===== src/rtl/prog_ram_pkg.sv =====
// prog_ram_pkg: shared types and default sizing for the program/data RAM.
//   prog_ram_state_e : loader FSM states (IDLE, LOAD, FULL)
//   DEF_DATA_W       : default word width
//   DEF_ADDR_W       : default address width (DEPTH = 2**ADDR_W)
//   parity8          : even-parity helper used by the default 8-bit build checks
package prog_ram_pkg;

  localparam int unsigned DEF_DATA_W = 8;
  localparam int unsigned DEF_ADDR_W = 4;

  typedef enum logic [1:0] {
    IDLE = 2'd0,
    LOAD = 2'd1,
    FULL = 2'd2
  } prog_ram_state_e;

  // Even parity bit of a default-width word.
  function automatic logic parity8(input logic [DEF_DATA_W-1:0] data);
    return ^data;
  endfunction

endpackage


===== src/rtl/prog_ram_loader.sv =====
// prog_ram_loader: program-load sequencer for prog_ram.
// Detects prog_mode edges, runs the IDLE/LOAD/FULL FSM and produces the loader
// write strobe/address that the top level feeds into the memory array.
// Ports:
//   clk, reset    clock, asynchronous active-low reset
//   prog_mode     level, high = program-load mode
//   load_valid    loader beat valid
//   load_ready    loader may transfer this cycle (combinational)
//   load_ptr      next load address
//   load_full     all DEPTH words loaded since the last rising edge
//   load_we       loader write strobe (accepted beat)
//   load_addr     loader write address
//   cpu_wr_allow  CPU writes are permitted this cycle
module prog_ram_loader
  import prog_ram_pkg::*;
#(
  parameter int unsigned ADDR_W = DEF_ADDR_W
) (
  input  logic              clk,
  input  logic              reset,
  input  logic              prog_mode,
  input  logic              load_valid,
  output logic              load_ready,
  output logic [ADDR_W-1:0] load_ptr,
  output logic              load_full,
  output logic              load_we,
  output logic [ADDR_W-1:0] load_addr,
  output logic              cpu_wr_allow
);

  localparam logic [ADDR_W-1:0] LastAddr = {ADDR_W{1'b1}};

  prog_ram_state_e   state_q, state_d;
  logic [ADDR_W-1:0] ptr_q, ptr_d;
  logic              full_q, full_d;
  logic              prog_prev_q;
  logic              prog_rise, prog_fall;
  logic              accept;

  // prog_prev_q resets to 0, so prog_mode held high through reset release
  // is seen as a rising edge on the first clock.
  assign prog_rise = prog_mode & ~prog_prev_q;
  assign prog_fall = ~prog_mode & prog_prev_q;

  // Gating with prog_mode drops a beat offered in the same cycle prog_mode falls.
  assign load_ready   = (state_q == LOAD) && prog_mode;
  assign accept       = load_valid && load_ready;
  assign load_we      = accept;
  assign load_addr    = ptr_q;
  assign cpu_wr_allow = (state_q == IDLE) && !prog_mode;

  assign load_ptr  = ptr_q;
  assign load_full = full_q;

  always_comb begin
    state_d = state_q;
    ptr_d   = ptr_q;
    full_d  = full_q;
    unique case (state_q)
      IDLE: begin
        if (prog_rise) begin
          state_d = LOAD;
          ptr_d   = '0;
          full_d  = 1'b0;
        end
      end
      LOAD: begin
        if (prog_fall) begin
          state_d = IDLE;
        end else if (accept) begin
          // Pointer wraps to 0 naturally after the last word.
          ptr_d = ptr_q + 1'b1;
          if (ptr_q == LastAddr) begin
            state_d = FULL;
            full_d  = 1'b1;
          end
        end
      end
      FULL: begin
        // load_full deliberately holds through the return to IDLE.
        if (prog_fall) begin
          state_d = IDLE;
        end
      end
      default: state_d = IDLE;
    endcase
  end

  always_ff @(posedge clk or negedge reset) begin
    if (!reset) begin
      state_q     <= IDLE;
      ptr_q       <= '0;
      full_q      <= 1'b0;
      prog_prev_q <= 1'b0;
    end else begin
      state_q     <= state_d;
      ptr_q       <= ptr_d;
      full_q      <= full_d;
      prog_prev_q <= prog_mode;
    end
  end

endmodule


===== src/rtl/prog_ram.sv =====
// prog_ram: single-port program/data RAM for the 8-bit CPU core.
// CPU side has a registered synchronous read (read-first) and a write strobe
// honoured only while idle; loader side fills memory from address 0 upward via
// a valid/ready stream while prog_mode is high.
// Optional feature macro: PROG_RAM_PARITY_EN adds a stored even-parity bit per
// word and a registered parity_err check; without it parity_err is tied 0.
// Ports:
//   clk, reset   clock, asynchronous active-low reset
//   prog_mode    level, high = program-load mode
//   address      CPU read/write address
//   w_en, w_data CPU write strobe and data
//   r_data       registered read data (1-cycle latency)
//   load_valid, load_data, load_ready   loader stream
//   load_ptr     next load address
//   load_full    all DEPTH words loaded
//   parity_err   read parity mismatch (registered with r_data)
module prog_ram
  import prog_ram_pkg::*;
#(
  parameter int unsigned DATA_W = DEF_DATA_W,
  parameter int unsigned ADDR_W = DEF_ADDR_W
) (
  input  logic              clk,
  input  logic              reset,
  input  logic              prog_mode,
  input  logic [ADDR_W-1:0] address,
  input  logic              w_en,
  input  logic [DATA_W-1:0] w_data,
  output logic [DATA_W-1:0] r_data,
  input  logic              load_valid,
  input  logic [DATA_W-1:0] load_data,
  output logic              load_ready,
  output logic [ADDR_W-1:0] load_ptr,
  output logic              load_full,
  output logic              parity_err
);

  localparam int unsigned DEPTH = 2 ** ADDR_W;

  logic              load_we;
  logic [ADDR_W-1:0] load_addr;
  logic              cpu_wr_allow;
  logic              cpu_we;
  logic              mem_we;
  logic [ADDR_W-1:0] mem_waddr;
  logic [DATA_W-1:0] mem_wdata;

  logic [DATA_W-1:0] mem [DEPTH];

  prog_ram_loader #(
    .ADDR_W (ADDR_W)
  ) u_loader (
    .clk          (clk),
    .reset        (reset),
    .prog_mode    (prog_mode),
    .load_valid   (load_valid),
    .load_ready   (load_ready),
    .load_ptr     (load_ptr),
    .load_full    (load_full),
    .load_we      (load_we),
    .load_addr    (load_addr),
    .cpu_wr_allow (cpu_wr_allow)
  );

  assign cpu_we = w_en && cpu_wr_allow;

  // The two write sources are mutually exclusive (CPU writes need IDLE, loader
  // writes need LOAD); the loader still takes priority in the mux.
  always_comb begin
    mem_we    = 1'b0;
    mem_waddr = address;
    mem_wdata = w_data;
    if (load_we) begin
      mem_we    = 1'b1;
      mem_waddr = load_addr;
      mem_wdata = load_data;
    end else if (cpu_we) begin
      mem_we = 1'b1;
    end
  end

  // Array is intentionally not reset.
  always_ff @(posedge clk) begin
    if (mem_we) begin
      mem[mem_waddr] <= mem_wdata;
    end
  end

  // Read-first: the registered read sees the pre-write contents.
  always_ff @(posedge clk or negedge reset) begin
    if (!reset) begin
      r_data <= '0;
    end else begin
      r_data <= mem[address];
    end
  end

`ifdef PROG_RAM_PARITY_EN
  logic par_mem [DEPTH];

  always_ff @(posedge clk) begin
    if (mem_we) begin
      par_mem[mem_waddr] <= ^mem_wdata;
    end
  end

  always_ff @(posedge clk or negedge reset) begin
    if (!reset) begin
      parity_err <= 1'b0;
    end else begin
      parity_err <= par_mem[address] != (^mem[address]);
    end
  end
`else
  assign parity_err = 1'b0;
`endif

endmodule


===== config.mk =====
export PLATFORM = sky130hd
export DESIGN_NAME = prog_ram
export DESIGN_NICKNAME = d
export VERILOG_FILES = /design/src/rtl/prog_ram_pkg.sv /design/src/rtl/prog_ram_loader.sv /design/src/rtl/prog_ram.sv
export SDC_FILE = /design/constraint.sdc
export NUM_CORES = 1
export LEC_CHECK = 0
export ABC_AREA = 1
export BUFFER_PORTS_ARGS = -buffer_cell sky130_fd_sc_hd__buf_2
export CAP_MARGIN = 10
export CORE_MARGIN = 10
export CORE_UTILIZATION = 39
export CTS_BUF_LIST = sky130_fd_sc_hd__clkbuf_4 sky130_fd_sc_hd__clkbuf_8
export CTS_CLUSTER_DIAMETER = 30
export CTS_CLUSTER_SIZE = 24
export DETAILED_ROUTE_END_ITERATION = 8
export PLACE_DENSITY = 0.57
export REMOVE_ABC_BUFFERS = 1
export SYNTH_ARGS = -nofsm -noshare
export SYNTH_HDL_FRONTEND = slang
export SYNTH_SLANG_ARGS = --single-unit

===== constraint.sdc =====
create_clock -name clk -period 2.2 [get_ports clk]
set_clock_uncertainty 0.15 [all_clocks]
set_input_delay 0.44 -clock clk [delete_from_list [all_inputs] [get_ports clk]]
set_output_delay 0.44 -clock clk [all_outputs]
set_load 0.01 [all_outputs]

After elaboration in Yosys (flattened, before gate mapping)
Memory sizes are Yosys's and may differ from the RTL's. A register that Yosys moved wholly into a read port is not among the register bits.
Cells that the tools add are included.
{"block": "word_totals", "mem_count": 1, "word_cells": 52, "in_bits": 25, "register_bits": 8, "out_inout_bits": 15, "ram_bits": 128}
{"block": "op_classes", "n_mux": 21, "n_reduce_logical": 11, "bitwise_logic": 4, "eq_ne": 10, "add_sub_neg": 1}
{"memory": "mem", "words": 16, "word_bits": 8, "read_ports": 1, "rd_clocked_by_memory_dff": 1, "write_ports": 1, "line": "prog_ram.sv:48", "text": "logic [DATA_W-1:0] mem [DEPTH];"}
{"cell": "$mux 4", "count": 4}
{"cell": "$mux 2", "count": 5}
{"cell": "$mux 1", "count": 8}
{"cell": "$mux 8", "count": 1}
{"cell": "$pmux 4 s2", "count": 1}
{"cell": "$reduce_and 4->1", "count": 2}
{"cell": "$ne 2x2->1 const B", "count": 3}
{"cell": "$ne 3x2->1 const B", "count": 2}
{"cell": "$pmux 2 s3", "count": 1}
{"cell": "$reduce_and 5->1", "count": 1}
{"cell": "$add 4x1->4 const B", "count": 1}
{"cell": "$eq 4x4->1 const B", "count": 1}
{"cell": "$logic_and 1x1->1", "count": 4}
{"cell": "$ne 2x1->1 const B", "count": 2}
{"cell": "$and 1x1->1", "count": 2}
{"cell": "$eq 2x1->1 const B", "count": 1}
{"cell": "$eq 2x2->1 const B", "count": 1}
{"cell": "$logic_not 1->1", "count": 2}
{"cell": "$logic_not 2->1", "count": 1}
{"cell": "$not 1->1", "count": 2}
{"cell": "$pmux 1 s2", "count": 1}
{"cell": "$reduce_bool 2->1", "count": 1}

Longest topological paths before layout
Gate-level depths: netlist of run 1.
{"block": "depth", "word_depth": 7, "ltp_mapped": 9, "mapped_depth_nobuf": 7}

Cells and area by module
A second synthesis of run 1 with hierarchy kept.
{"block": "unflattened", "hier_cells": 657, "area_unflattened_um2": 6501.2}
{"module": "prog_ram", "n_inst": 1, "cells_each": 593, "seq_area_each_um2": 4043.9, "area_each_um2": 6012.0}
{"module": "prog_ram_loader", "n_inst": 1, "cells_each": 64, "seq_area_each_um2": 200.2, "area_each_um2": 489.2}

Least setup slack after synthesis of run 1
Ideal clock, no wire load.
{"block": "synth_timing", "path_kind": "in2reg", "startpoint": "input port address[0]", "endpoint": "memory mem[0][0] (netlist name) (enable)", "arrival_ns": 1.450, "setup_time_ns": 0.370, "path_stages": 7, "path_slack_ns": 0.229, "path_cell_list": "inv_1 > buf_2 > buf_2 > nand2_1 > nand2_1 > nand2_2 > nor2_1"}
{"block": "synth_between", "elab_chain_len": 1}
{"item": "start: declaration", "line": "prog_ram.sv:26", "text": "input logic [ADDR_W-1:0] address,"}
{"item": "$mux 4", "line": "prog_ram.sv:73", "text": "if (load_we) begin"}
{"item": "end: declaration", "line": "prog_ram.sv:48"}
Every way passes these cells.

Worst setup path in the final report of run 1
{"block": "layout_timing", "startpoint": "register u_loader.state_q[1]", "endpoint": "output port load_ready"}
{"block": "layout_between", "elab_chain_len": 2}
{"item": "start: declaration", "line": "prog_ram_loader.sv:33", "text": "prog_ram_state_e state_q, state_d;"}
{"item": "start signal: assignment", "line": "prog_ram_loader.sv:96", "text": "state_q <= state_d;"}
{"item": "$eq 2x1->1", "line": "prog_ram_loader.sv:46", "text": "assign load_ready = (state_q == LOAD) && prog_mode;"}
{"item": "$logic_and 1x1->1", "line": "prog_ram_loader.sv:46"}
{"item": "end: declaration", "line": "prog_ram.sv:32", "text": "output logic load_ready,"}
Every way passes these cells.

==> impl_metrics.ini, run 1 <==
[placement]
post-dp-hpwl_um = 10700
gp_congestion = 0.907
placed_area_um2 = 7040
place_inst = 916
port-buffer-count = 38
dp_slack_ps = 39.5

[yosys]
synthFlopType = edfxtp_1
synth.most_common_cell = nand2_1
ys_seq_area_frac = 0.659
syn_area_per_cell_um2 = 9.85
yosys-top-cells-count = nand2_1, edfxtp_1, nand3_1
yosysTopAreaCell = edfxtp_1
async_reset_ff_frac = 0.111
synth_cells = 654
synth_area_um2 = 6440
yosys_warnings = 0
ys_types = 25
netlist_top_cells_area = edfxtp_1, nand2_1, nand3_1
synth_top_cell_area_share = 0.597
synth_edf_count = 128
postSynthRegisterBits = 144

[final_layout]
final_nets = 748
drive_gt1_frac = 0.169
final_core_util = 0.470
n_fill_cell = 1487
stdcell_area_um2 = 7540
n_antenna_cell = 0
area_growth_pct = 17.2
fin_cells = 951

[outcome]
outcome = finished, final reports clean

[pwr]
leakagePower_uw = 0.00336
p_total_uw = 6580
ir_drop_mv = 0.622
p_per_area_nw_per_um2 = 872

[route]
wirelength_um = 16100
dr_total_vias = 4574
vias_per_cell = 4.81
drtIter0Drc = 325
drc = 0
drtPass1Iterations = 5
wl_per_cell_um = 16.9
final_antenna_net_count = 0

[sta]
fin_crit_sh = 0.950
fmax_mhz = 478
period_needed_ps = 2090
rsz0062_at_grt = false
layout_setup_ws_ps = 110
setup_viol = 0
finalHoldViolCount = 0
slew_violations = 0

[floorplanning]
die_w_um = 149
coreArea_um2 = 16100
die_area_um2 = 22100
start_util = 0.401
io_pins = 40
die_h_um = 149
rows = 46

[worst_hold_path]
hold_class = primary input to flop

[clocking]
clock-sinks = 144
worst_skew_pair.late_latency_ps = 460
clockBufferDepth = 2
clkTransAtPathRegs_ps = 80
cts_buffers = 17
cts_tree = done
cts-htree-levels = 4
clock-root-buffer = clkbuf_8

[worst_setup_path]
crit_required_ps = 1610
crit_path_start_kind = flop
arrival_ps = 1500
cp-end-kind = output port
crit_type = flop to output port
worstPathMaxFanout = 5

[global_route]
grt_usage = 0.147
grt_pass1_wl_um = 24500
antenna_found_initial = 1
grt_start_max_net_pins = 66
overflow = 0
grt_pass1_vias = 4497

[flow_run]
drv_cap = 0
-- per-stage QoR --
step / hold slack, ps / setup TNS [ps]
6_report: 221 / 0
2_1_floorplan: -5.59 / -23630
3_3_place_gp: 269 / 0
5_1_grt: 214 / 0
4_1_cts: 193 / 0
3_5_place_dp: 271 / 0
-- registers in the layout (all words and copies together), names as in the netlist --
| name | cells |
|---|---|
| mem | 128 |
| r_data | 8 |
| u_loader.load_addr | 4 |
| u_loader.state_q | 2 |
| u_loader.load_full | 1 |
| u_loader.prog_prev_q | 1 |
-- layer usage --
layer	global-route usage	vias up	share of wire	routed length, um
li1	-	2237	-	-
met1	0.185	2205	0.45	7190
met2	0.244	111	0.49	7970
met3	0.0334	21	0.045	722
met4	0.0496	0	0.014	220
met5	0	-	0	0
-- final cells by class --
class | count | area [um2] | share of cell area
Tap cell | 216 | 270 | 0.0358
Clock inverter | 15 | 239 | 0.0317
Multi-Input combinational cell | 374 | 1660 | 0.219
Inverter | 109 | 409 | 0.0542
Clock buffer | 17 | 234 | 0.0310
Sequential cell | 144 | 4240 | 0.563
Timing Repair Buffer | 76 | 493 | 0.0653
-- power breakdown --
part / switching, uW / leakage, uW / internal, uW
Sequential: 66.1 / 0.00135 / 3150
Combinational: 631 / 0.00177 / 252
Clock: 1020 / 0.000229 / 1460
-- cells by family (layout without fill, tap and decap cells) --
| group | Yosys count | after routing | share of synthesized area |
|---|---|---|---|
| fa+ha+maj | 1 | 1 | 0.00194 |
| flops | 144 | 144 | 0.659 |
| buf+inv | 137 | 217 | 0.0859 |
| compound gates | 10 | 10 | 0.00952 |
| simple gates | 361 | 362 | 0.243 |
| other cells | 1 | 1 | 0.000582 |
-- what timing repair did --
| item | in CTS | in global routing |
|---|---|---|
| hold endpoints to repair | 17 | 0 |
| buffers inserted | 0 | 0 |
| gates resized for setup | 0 | 0 |
| setup endpoints to repair | 0 | 66 |
| hold buffers | 2 | 0 |
-- final timing paths --
kind / depth (start not counted) / endpoint / slack [ps] / startpoint
max reg2reg: 7 / mem[1][3] / 120 / u_loader.state_q[0]
max in group asynchronous: 2 / r_data[5] / 1270 / reset
min: 3 / r_data[3] / 220 / address[3]
min in group asynchronous: 2 / u_loader.load_addr[3] / 290 / reset
min reg2reg: 2 / u_loader.load_full / 390 / u_loader.load_full
max: 4 / load_ready / 110 / u_loader.state_q[1]
-- worst max-delay path, cell delays in order, from the launching register on --
cell and delay (ps):
dfrtp_1 470, inv_2 160, nand2_1 110, nor2_2 150, buf_2 160
-- cell usage in the layout (no fill, tap or decap), drive strengths merged --
master       synthesis  layout
nand2              225     225
edfxtp             128     128
nand3              109     109
inv                107     107
buf                 23      74
nor2                21      21
clkbuf               5      17
dfrtp               16      16
o21ai               10      10
clkinv               2       8
bufinv               0       6
nand4                5       6
clkinvlp             0       3
dlygate4sd3          0       2
nand3b               1       1
ha                   1       1
conb                 1       1
(Power assumes the default switching activity.)
==> run 2: changes to the inputs <==
ABC_AREA = default   (was 1)
CORE_MARGIN = default   (was 10)
PLACE_DENSITY = 0.58   (was 0.57)
==> run 2 against run 1 <==
Synthesized cell count fell by 47%. Count of clock-buffer cells in the layout is 6 higher. Routed wire length shrank 20%. Critical path depth increased by 2. Sequential power fell by 2%. Combinational power shrank 26%. Clock power decreased by 12%. Sequential share of layout area rose by 4.8 points. Flip-flop and latch count did not move. Critical endpoint is now mem[0][6]. Largest cell class unchanged. Highest routed layer unchanged.
==> impl_metrics.ini, run 2 <==
[outcome]
outcome = finished, final reports clean

[route]
dr_total_vias = 3309
vias_per_cell = 5.33
drc = 0
drtPass1Iterations = 4
drtIter0Drc = 301
wirelength_um = 12900
wl_per_cell_um = 20.8
final_antenna_net_count = 0

[clocking]
clockBufferDepth = 2
cts-htree-levels = 4
cts_buffers = 17
clkTransAtPathRegs_ps = 70
clock-sinks = 144
clock-root-buffer = clkbuf_8
cts_tree = done
worst_skew_pair.late_latency_ps = 430

[final_layout]
stdcell_area_um2 = 6960
regMostFlops = mem
largest_reg_flops = 128
drive_gt1_frac = 0.323
final_cell_mix = edfxtp_1, nand2_1, buf_2, buf_4, mux4_2
n_fill_cell = 1240
final_nets = 451
seq_area_um2 = 4240
final_core_util = 0.477
multiInputGateArea_um2 = 1510
layout_commonest_cell = edfxtp_1
n_antenna_cell = 0
area_growth_pct = 18.5

[global_route]
grt_pass1_vias = 3426
met3_usage = 0.0399
grtUsageMet1 = 0.230
gr-max-usage-layer = met2
antenna_found_initial = 0
grt_pass1_wl_um = 20000
overflow = 0
use_met2 = 0.292
grt_usage = 0.177
grt_start_max_net_pins = 26

[worst_setup_path]
arrival_ps = 2030
crit_path_start_kind = flop
timing.rr.start = u_loader.state_q[1]
r2r_end = mem[0][6]
cp-end-kind = flop
r2r_cells = 6
crit_required_ps = 2190
crit_type = flop to flop
startpoint = u_loader.state_q[1]
rrSetupSlack_ps = 160
worstPathMaxFanout = 24
crit_end = mem[0][6]

[floorplanning]
start_util = 0.402
io_pins = 40
die_w_um = 125
rows = 44
coreArea_um2 = 14600
die_h_um = 125
die_area_um2 = 15500

[pwr]
p_total_uw = 6000
ir_drop_mv = 0.406
leakagePower_uw = 0.00244
p_per_area_nw_per_um2 = 862

[yosys]
yosys_warnings = 0
ys_seq_area_frac = 0.723
synth_top_cell_area_share = 0.655
synth_cells = 347
postSynthRegisterBits = 144
synthFlopType = edfxtp_1
synth.most_common_cell = edfxtp_1
ys_types = 30
yosys-top-cells-count = edfxtp_1, nand2_1, mux4_2
async_reset_ff_frac = 0.111
yosysTopAreaCell = edfxtp_1
synth_area_um2 = 5870
netlist_top_cells_area = edfxtp_1, mux4_2, dfrtp_1
syn_area_per_cell_um2 = 16.9
synth_edf_count = 128

[sta]
finalHoldViolCount = 0
fin_crit_sh = 0.926
slew_violations = 0
setup_viol = 0
period_needed_ps = 2040
worst_slew_pin_slew_ps = 541
layout_setup_ws_ps = 162
rsz0062_at_grt = false
fmax_mhz = 491
hold_slack_ps = 53.2
slew_headroom = 0.638

[worst_hold_path]
hold_class = primary input to flop

[placement]
post-dp-hpwl_um = 8780
gp_congestion = 0.806
port-buffer-count = 38
dp_slack_ps = -15.1
placed_area_um2 = 6530

[flow_run]
drv_cap = 0
run 2: worst min-delay path by stage:
stage | startpoint | endpoint | slack [ps] | cells past startpoint
after global placement | reset | u_loader.load_addr[3] | 260 | 1
final | prog_mode | u_loader.prog_prev_q | 50 | 1
after floorplan | reset | r_data[0] | -6 | 0
after global routing | prog_mode | u_loader.prog_prev_q | 30 | 1
after CTS | prog_mode | u_loader.prog_prev_q | 20 | 1
after detailed placement | reset | u_loader.load_full | 270 | 1
run 2: per-stage QoR:
stage,std cells,TNS (ps)
floorplan,326,-42040
detailed placement,589,-15.1
global placement,589,-17.7
global route,621,0
finish,621,0
CTS,621,0
run 2: where the power goes:
| group | leakage (uW) | switching (uW) | total, uW | internal (uW) |
|---|---|---|---|---|
| clock network | 0.000217 | 900 | 2190 | 1290 |
| logic | 0.000871 | 391 | 650 | 260 |
| registers | 0.00135 | 64.7 | 3150 | 3090 |
| total | 0.00244 | 1360 | 6000 | 4640 |
run 2: worst max-delay path: stages (launching register included):
cell	delay [ps]
dfrtp_1	460
nand2b_1	210
nor2_1	110
buf_4	270
nand3_1	120
a21oi_1	190
buf_4	220
run 2: what timing repair did:
| item | in CTS | in global routing |
|---|---|---|
| buffers inserted | 0 | 0 |
| setup endpoints to repair | 0 | 0 |
| hold buffers | 1 | 0 |
| endpoints found under the hold margin | 16 | 0 |
| gates resized for setup | 0 | 0 |
run 2: cell families after synthesis:
family,count (synthesis),synth area share
simple gates,98,0.0795
mux,32,0.123
fa+ha+maj,1,0.00213
xor+xnor,1,0.00149
other cells,1,0.000639
buf+inv,23,0.0194
flops,144,0.723
compound gates,47,0.0512
run 2: cell type report:
class / instances / area share
clock buffers: 23 / 0.0401
clock inverters: 8 / 0.0198
inverters: 2 / 0.00108
multi-input cells: 180 / 0.217
flip-flops and latches: 144 / 0.610
well taps: 184 / 0.0331
repair buffers: 80 / 0.0784
run 2: metal layers:
| metal | up-vias | wire [um] |
|---|---|---|
| met5 | - | 0 |
| met4 | 0 | 143 |
| met3 | 9 | 519 |
| met2 | 68 | 6610 |
| met1 | 1697 | 5660 |
| li1 | 1535 | - |
